`config.mk`:
```
export PLATFORM = sky130hd
export DESIGN_NAME = fetch_pc_unit
export DESIGN_NICKNAME = d
export VERILOG_FILES = /design/src/rtl/fetch_pc_unit.sv
export SDC_FILE = /design/constraint.sdc
export NUM_CORES = 1
export LEC_CHECK = 0
export ABC_AREA = 1
export CELL_PAD_IN_SITES_DETAIL_PLACEMENT = 2
export CELL_PAD_IN_SITES_GLOBAL_PLACEMENT = 2
export CORE_ASPECT_RATIO = 0.6
export CORE_MARGIN = 2
export CORE_UTILIZATION = 27
export CTS_BUF_LIST = sky130_fd_sc_hd__clkbuf_2
export DETAILED_ROUTE_END_ITERATION = 8
export HOLD_SLACK_MARGIN = 0.12
export PLACE_DENSITY = 0.85
export SYNTH_ARGS = -nofsm -noshare
export SYNTH_HDL_FRONTEND = slang
export SYNTH_SLANG_ARGS = --single-unit
```
`constraint.sdc`:
```
create_clock -name clk -period 6.7 [get_ports clk]
set_clock_uncertainty 0.05 [all_clocks]
set_input_delay 1.34 -clock clk [delete_from_list [all_inputs] [get_ports clk]]
set_output_delay 1.34 -clock clk [all_outputs]
set_load 0.05 [all_outputs]
```
`src/rtl/fetch_pc_unit.sv`:
```
// fetch_pc_unit: instruction-fetch and next-PC stage for the single-cycle
// RISC-V core. Holds the architectural PC, fetches one instruction word per
// FETCH/EXEC round trip over a valid handshake, resolves the next PC on
// commit, and parks in TRAP on a misaligned control-transfer target.

module fetch_pc_unit #(
   parameter int                XLEN     = 32,
   parameter logic [XLEN-1:0]   RESET_PC = '0
) (
   input  logic             clk,
   input  logic             rst,

   // instruction memory handshake
   output logic             imem_req,
   output logic [XLEN-1:0]  imem_addr,
   input  logic             imem_valid,
   input  logic [31:0]      imem_rdata,

   // instruction presented to the decode controller
   output logic [31:0]      instr,
   output logic             instr_valid,
   output logic [XLEN-1:0]  pc,
   output logic [XLEN-1:0]  pc_plus4,

   // next-PC resolution inputs
   input  logic             commit,
   input  logic             jal,
   input  logic             jalr,
   input  logic             branch,
   input  logic [2:0]       funct3,
   input  logic             zero,
   input  logic             neg,
   input  logic [XLEN-1:0]  imm_ext,
   input  logic [XLEN-1:0]  alu_result,

   // status
   output logic             trap,
   output logic [31:0]      instret
);

   typedef enum logic [1:0] {
      FETCH = 2'd0,
      EXEC  = 2'd1,
      TRAP  = 2'd2
   } state_t;

   localparam logic [2:0] F3_BEQ = 3'b000;
   localparam logic [2:0] F3_BNE = 3'b001;
   localparam logic [2:0] F3_BLT = 3'b100;
   localparam logic [2:0] F3_BGE = 3'b101;

   localparam logic [XLEN-1:0] PC_STEP  = XLEN'(4);
   localparam logic [XLEN-1:0] BIT0_CLR = ~XLEN'(1);

   state_t            state;
   state_t            state_next;

   logic              branch_taken;
   logic [XLEN-1:0]   branch_target;
   logic [XLEN-1:0]   jalr_target;
   logic [XLEN-1:0]   next_pc;
   logic              next_pc_misaligned;
   logic              retire;
   logic              load_instr;

   // ------------------------------------------------------------------
   // Next-PC datapath
   // ------------------------------------------------------------------

   // Branch condition decode from funct3 and the ALU flags.
   // NOTE: every combinational output gets a default before the case so no
   // path leaves it unassigned; otherwise synthesis infers a latch.
   always_comb begin
      branch_taken = 1'b0;
      case (funct3)
         F3_BEQ:  branch_taken = zero;
         F3_BNE:  branch_taken = !zero;
         F3_BLT:  branch_taken = neg;
         F3_BGE:  branch_taken = !neg;
         default: branch_taken = 1'b0;
      endcase
   end

   // All adds wrap silently modulo 2^XLEN.
   assign pc_plus4      = pc + PC_STEP;
   assign branch_target = pc + imm_ext;

   // jalr clears bit 0 before the alignment check, so only bit 1 can trap.
   assign jalr_target   = alu_result & BIT0_CLR;

   // Target select: jalr dominates jal, jal/taken-branch dominate fall-through.
   always_comb begin
      next_pc = pc_plus4;
      if (jalr) begin
         next_pc = jalr_target;
      end else if (jal || (branch && branch_taken)) begin
         next_pc = branch_target;
      end
   end

   assign next_pc_misaligned = |next_pc[1:0];

   // An instruction retires only on a commit seen in EXEC; commit is
   // ignored in FETCH and TRAP.
   assign retire     = (state == EXEC) && commit;

   // A memory response is only consumed in FETCH; in EXEC it is dropped,
   // which also makes commit win when both arrive in the same cycle.
   assign load_instr = (state == FETCH) && imem_valid;

   // ------------------------------------------------------------------
   // Control FSM
   // ------------------------------------------------------------------

   // State register.
   // NOTE: sequential state is always written with non-blocking assignments
   // so every flop samples pre-edge values regardless of block ordering.
   always_ff @(posedge clk or posedge rst) begin
      if (rst) begin
         state <= FETCH;
      end else begin
         state <= state_next;
      end
   end

   // Next-state logic: FETCH waits (unbounded) for the memory, EXEC waits
   // for commit, TRAP is sticky until reset.
   always_comb begin
      state_next = state;
      case (state)
         FETCH: begin
            if (imem_valid) begin
               state_next = EXEC;
            end
         end
         EXEC: begin
            if (commit) begin
               state_next = next_pc_misaligned ? TRAP : FETCH;
            end
         end
         TRAP:    state_next = TRAP;
         default: state_next = FETCH;
      endcase
   end

   // Moore outputs; the fetch request is held off while reset is asserted
   // so the first request appears only once reset has been released.
   always_comb begin
      imem_req    = 1'b0;
      instr_valid = 1'b0;
      case (state)
         FETCH:   imem_req    = !rst;
         EXEC:    instr_valid = 1'b1;
         default: begin
            imem_req    = 1'b0;
            instr_valid = 1'b0;
         end
      endcase
   end

   // The fetch address is the architectural PC, stable throughout FETCH.
   assign imem_addr = pc;

   // ------------------------------------------------------------------
   // Architectural registers
   // ------------------------------------------------------------------

   // PC: advances only on an aligned retire; a misaligned target leaves it
   // pointing at the faulting instruction.
   always_ff @(posedge clk or posedge rst) begin
      if (rst) begin
         pc <= RESET_PC;
      end else if (retire && !next_pc_misaligned) begin
         pc <= next_pc;
      end
   end

   // Instruction latch: captured on the handshake, held stable through EXEC.
   always_ff @(posedge clk or posedge rst) begin
      if (rst) begin
         instr <= '0;
      end else if (load_instr) begin
         instr <= imem_rdata;
      end
   end

   // Sticky trap flag, set by a retire whose target is misaligned.
   always_ff @(posedge clk or posedge rst) begin
      if (rst) begin
         trap <= 1'b0;
      end else if (retire && next_pc_misaligned) begin
         trap <= 1'b1;
      end
   end

   // Retired-instruction counter; the trapping instruction still counts.
   always_ff @(posedge clk or posedge rst) begin
      if (rst) begin
         instret <= '0;
      end else if (retire) begin
         instret <= instret + 32'd1;
      end
   end

endmodule

```
* Yosys cells after proc, flatten, opt, wreduce, memory -nomap -nowiden
Index checks and enable logic that the tools add are counted.
** Storage, ports and cells
- Flip-flop bits (word level) :: 99
- Bits in latches :: 0
- Bits in writable memories :: 0
- ROM bits :: 0
- Input port bits :: 108
- Output and inout bits :: 163
- Word-level logic and storage cells :: 38
- Memories :: 0
** Cells by class
- Add/sub/neg operators :: 3
- $mul :: 0
- Div/mod/pow operators :: 0
- $lt $le $gt $ge :: 0
- Equal/unequal tests :: 7
- Shift-type cells :: 0
- Muxes and demuxes :: 9
- Bitwise gates (word level) :: 0
- Reduce and logical (&&, ||, !) cells :: 14
** Operators by type and width (count)
- two-way mux 32 bit :: 2
- adder 32 x 1 -> 32 bit (second input constant) :: 1
- adder 32 x 3 -> 32 bit (second input constant) :: 1
- adder 32 bit :: 1
- == test 3 bit (second input constant) :: 2
- two-way mux 2 bit :: 3
- case mux 2 bit (3 select lines) :: 1
- logical AND 1 bit :: 5
- zero test 1 bit :: 4
- != test 2 bit (second input constant) :: 2
- case mux 1 bit (4 select lines) :: 1
- == test 3 x 1 -> 1 bit (second input constant) :: 1
- zero test 3 bit :: 1
- == test 2 x 1 -> 1 bit (second input constant) :: 1
- == test 2 bit (second input constant) :: 1
- zero test 2 bit :: 1
- two-way mux 1 bit :: 2
- AND reduction 2 bit :: 1
- OR reduction 2 bit :: 1
- logical OR 1 bit :: 1

* Depth between registers and ports, before layout
- Depth in word-level cells :: 10
- Mapped depth :: 15
- Mapped depth without buffers :: 15

* Worst setup path after synthesis
OpenSTA, ideal clock, no wires.
- Path kind :: in2out
- Start :: input port rst
- End :: output port imem_req
- Data arrival time :: 2.385 ns
- Required time :: 5.310 ns
- Slack :: 2.925 ns
- Cell stages on the path :: 1
- Path buffers :: 0
- Path through :: nor3_1
** On the way
- Cells in the longest elaborated chain, start to end :: 2
** RTL lines
- start: declaration :: RTL line 11 : input logic rst,
- zero test 1 bit (no line)
- two-way mux 1 bit :: RTL line 151 : case (state)
- end: declaration :: RTL line 14 : output logic imem_req,
Every way passes these cells.

* Final worst setup path
- Start :: register pc[15] (netlist: imem_addr[15])
- End :: output port pc_plus4[21]
** On the way
- Cells in the longest elaborated chain, start to end :: 1
** RTL lines
- start: declaration :: RTL line 22 : output logic [XLEN-1:0] pc,
- start signal: assignment :: RTL line 174 : pc <= next_pc;
- adder 32 x 3 -> 32 bit :: RTL line 85 : assign pc_plus4 = pc + PC_STEP;
- end: declaration :: RTL line 23 : output logic [XLEN-1:0] pc_plus4,
Every way passes these cells.

==> key figures <==
Finish
  • Total Nets Final: 1628
  • # fillers: 3665
  • Area grow syn2layout: 36.1%
  • Post-Route Utilization: 37.6%
  • Share of layout cells above drive strength 1: 6.98%

Floorplanning
  • Die Wd: 231 um
  • CORE AREA: 30200 um^2
  • Total die area: 32400 um^2
  • DIE HEIGHT: 140 um
  • IO Count: 271
  • Core Rows: 49
  • Initial Utilization: 27.6%

Clock network
  • Max Root-Sink Buffers: 2
  • Clk slew on worst S/H paths: 0.30 ns
  • Post-CTS Hold Buffers: 0
  • Clock latency at the later pin of the worst-skew pair: 0.66 ns
  • CTS H-tree depth: 3
  • Library cell used as clock root buffer: clkbuf_2
  • Total CTS buffers: 9
  • CTS tree: done
  • PostCTS Resize Cnt: 0
  • Clk sink count: 99
  • # Post-CTS Setup Buffers: 0

Detailed routing
  • DRC viols: 0
  • Via density: 4.78
  • Via count: 9079
  • Routed len/inst: 20.1 um
  • Initial DRC Count: 501
  • Final antenna-violating net count: 0
  • DR pass1 iterations: 5
  • Final WL: 38.1 mm

Logic synthesis
  • Synth Area in Compound Gates: 4.40%
  • Syn Nets: 1397
  • Mux cell area share after synthesis: 4.32%
  • Post-synthesis simple-gate area fraction: 37.8%
  • Warnings from Yosys: 0
  • Synthesized area: 8340 um^2
  • Avg Inst Size Synth: 6.64 um^2
  • Largest family of logic cells by synthesized area: simple AND/OR/NAND/NOR gates
  • Register area share after synthesis: 29.7%
  • Flops & latches, synth: 99
  • Post-synth cell types: 43
  • Adder-Cell Fraction of Synth Area: 5.19%
  • Synth Area in XOR/XNOR: 6.06%
  • Synthesized instance count: 1255

GRT
  • Global-route wire length before repair: 58.9 mm
  • Total GRT Usage: 23.8%
  • Initial antenna violation count: 1
  • Gr busiest metal: met2
  • GRT met1 Usage: 34.3%
  • Largest net degree at the start of global routing: 67
  • Gr ovfl total: 0
  • GRT met2 Usage: 38.0%
  • GRT met3 Usage: 3.66%
  • Vias in the first global route: 9793

Setup path
  • CP Launch Type: flip-flop
  • Worst flop-to-flop path startpoint: imem_addr[0]$_DFFE_PP0P_
  • Crit Path Category: reg2out
  • Worst path required time: 5.31 ns
  • Flop-to-flop setup slack: 3.76 ns
  • CP arrival: 3.56 ns
  • CP Capture Point: pc_plus4[21]
  • FF-to-FF path depth: 9
  • Crit. End Element: output pin
  • Crit Path Max Fanout: 7
  • CP startpoint: imem_addr[15]$_DFFE_PP0P_
  • R2R Path End: imem_addr[4]$_DFFE_PP0P_

STA
  • Fmax: 0.202 GHz
  • Final setup viols: 0
  • Worst slew pin tran: 0.921 ns
  • Count of final max-slew check failures: 0
  • Post-route minimum period: 4.95 ns
  • Max-slew headroom: 38.4%
  • RSZ-0062 raised after global routing: no
  • Setup TNS: 0 ns
  • Final period util: 73.8%
  • Final hold vios: 0

Placed design
  • DP Wirelength: 32.0 mm
  • Port bufs: 269
  • Gpl congestion: 0.889

Power and ir drop
  • Worst VDD drop: 0.338 mV
  • PwrDens: 487 nW/um^2
  • Tot Pwr: 5.53 mW
  • Leakage power: 5.64 nW

Flow run
  • Max-cap viol count: 0

Status
  • Outcome: complete, no violations

Hold path
  • Hold Crit Class: reg2reg
## through the flow
stage | instance area, um^2 | worst slack (ns) | std cells | hold slack [ns]
after floorplan | 8340 | 2.72 | 1255 | 0.431
after global placement | 11200 | 2.26 | 1883 | 0.398
after detailed placement | 11200 | 2.11 | 1883 | 0.399
after CTS | 11300 | 1.72 | 1899 | 0.452
after global routing | 11300 | 1.56 | 1900 | 0.477
final | 11300 | 1.75 | 1900 | 0.450
## cells by family (layout without fill, tap and decap cells)
family,Yosys count,in the layout
adder cells (fa/ha/maj),34,34
multiplexers,32,32
flip-flops,99,99
AND/OR/NAND/NOR,727,727
other,0,1
XOR/XNOR,56,56
buffers and inverters,239,475
AO/OA/AOI/OAI,68,68
## critical path, cell delays in order, from the launching register on
cell             delay (ns)
dfrtp_1                0.63
nand2_1                0.13
nor2_1                 0.25
nand2_1                0.18
nor3_1                 0.51
xor2_1                 0.33
clkdlybuf4s50_1        0.88
## how the worst min path moves through the flow
stage | start | endpoint | slack, ns | depth (start not counted)
after floorplan | state[0]$_DFFE_PP0P_ | state[1]$_DFFE_PP0P_ | 0.43 | 1
after global placement | trap$_DFFE_PP0P_ | trap$_DFFE_PP0P_ | 0.40 | 2
after detailed placement | trap$_DFFE_PP0P_ | trap$_DFFE_PP0P_ | 0.40 | 2
after CTS | instret[31]$_DFFE_PP0P_ | instret[31]$_DFFE_PP0P_ | 0.45 | 1
after global routing | instret[31]$_DFFE_PP0P_ | instret[31]$_DFFE_PP0P_ | 0.48 | 1
final | instret[31]$_DFFE_PP0P_ | instret[31]$_DFFE_PP0P_ | 0.45 | 1
## per-layer routing
| layer | share of wire [%] | vias up |
|---|---|---|
| met4 | 1.4 | 0 |
| li1 | - | 4305 |
| met2 | 44 | 237 |
| met3 | 5.6 | 28 |
| met1 | 49 | 4509 |
| met5 | 0 | - |
## registers in the layout, summed over array words and instances (netlist names)
register / count
state: 2
instr: 32
imem_addr: 32
trap: 1
instret: 32
## power breakdown
part / internal, mW / switching, mW / total, mW / leakage [nW]
Combinational: 1.28 / 2.79 / 4.06 / 4.34
Clock: 0.0899 / 0.236 / 0.326 / 0.0742
Sequential: 0.799 / 0.341 / 1.14 / 1.23
## cells in the final DEF (no fill, tap or decap), drive strengths merged, types with 2 or more instances in the layout
| cell type | instances |
|---|---|
| a21oi | 34 |
| nand3 | 77 |
| nand2 | 458 |
| mux2 | 32 |
| nand3b | 8 |
| buf | 4 |
| a31oi | 2 |
| o21ai | 24 |
| ha | 33 |
| inv | 187 |
| dfrtp | 99 |
| nor2 | 129 |
| o211ai | 3 |
| xnor2 | 20 |
| a21boi | 2 |
| o21bai | 2 |
| nand4 | 15 |
| or2 | 6 |
| clkdlybuf4s50 | 269 |
| clkbuf | 9 |
| clkinv | 4 |
| xor2 | 36 |
| and2 | 6 |
| nor3 | 26 |
## cells in the mapped netlist
library cell | n | share of area, %
or2_2 | 6 | 0.45
ha_1 | 33 | 5.0
nand3_1 | 72 | 4.3
nor3_4 | 3 | 0.59
dfrtp_1 | 99 | 30
nor2_4 | 5 | 0.68
fa_1 | 1 | 0.24
nor3_1 | 17 | 1.0
buf_4 | 35 | 3.2
o21ai_1 | 1 | 0.060
a21o_1 | 1 | 0.090
a31oi_1 | 2 | 0.15
nand3_2 | 2 | 0.24
inv_2 | 9 | 0.41
and3_1 | 1 | 0.075
buf_6 | 1 | 0.14
mux2_2 | 32 | 4.3
a21boi_1 | 2 | 0.18
xor2_2 | 1 | 0.20
and2_1 | 6 | 0.45
nor2_1 | 119 | 5.4
nor4_1 | 1 | 0.075
nand2_4 | 1 | 0.14
inv_1 | 176 | 7.9
xnor2_2 | 1 | 0.20
a21oi_1 | 34 | 2.0
xor2_1 | 35 | 3.7
nor3_2 | 6 | 0.72
o21ai_2 | 1 | 0.11
nand3b_1 | 8 | 0.72
nand3_4 | 3 | 0.63
nor2_2 | 5 | 0.38
xnor2_1 | 19 | 2.0
nand4_1 | 15 | 1.1
clkbuf_1 | 6 | 0.27
o21ai_0 | 22 | 1.3
buf_1 | 2 | 0.090
buf_2 | 9 | 0.54
clkinv_1 | 1 | 0.045
nand2_2 | 8 | 0.60
o21bai_1 | 2 | 0.18
nand2_1 | 449 | 20
o211ai_1 | 3 | 0.27
## area by class of cell
| class | instances | area [um^2] | share of cell area [%] |
|---|---|---|---|
| inverters | 186 | 701 | 6.17 |
| multi-input cells | 917 | 4810 | 42.4 |
| clock inverters | 7 | 76.3 | 0.672 |
| flip-flops and latches | 99 | 2480 | 21.8 |
| clock buffers | 9 | 45.0 | 0.397 |
| well taps | 408 | 510 | 4.50 |
| repair buffers | 273 | 2720 | 24.0 |
| diodes | 1 | 2.50 | 0.0220 |
Note: power is estimated with default switching activity, not from simulation.
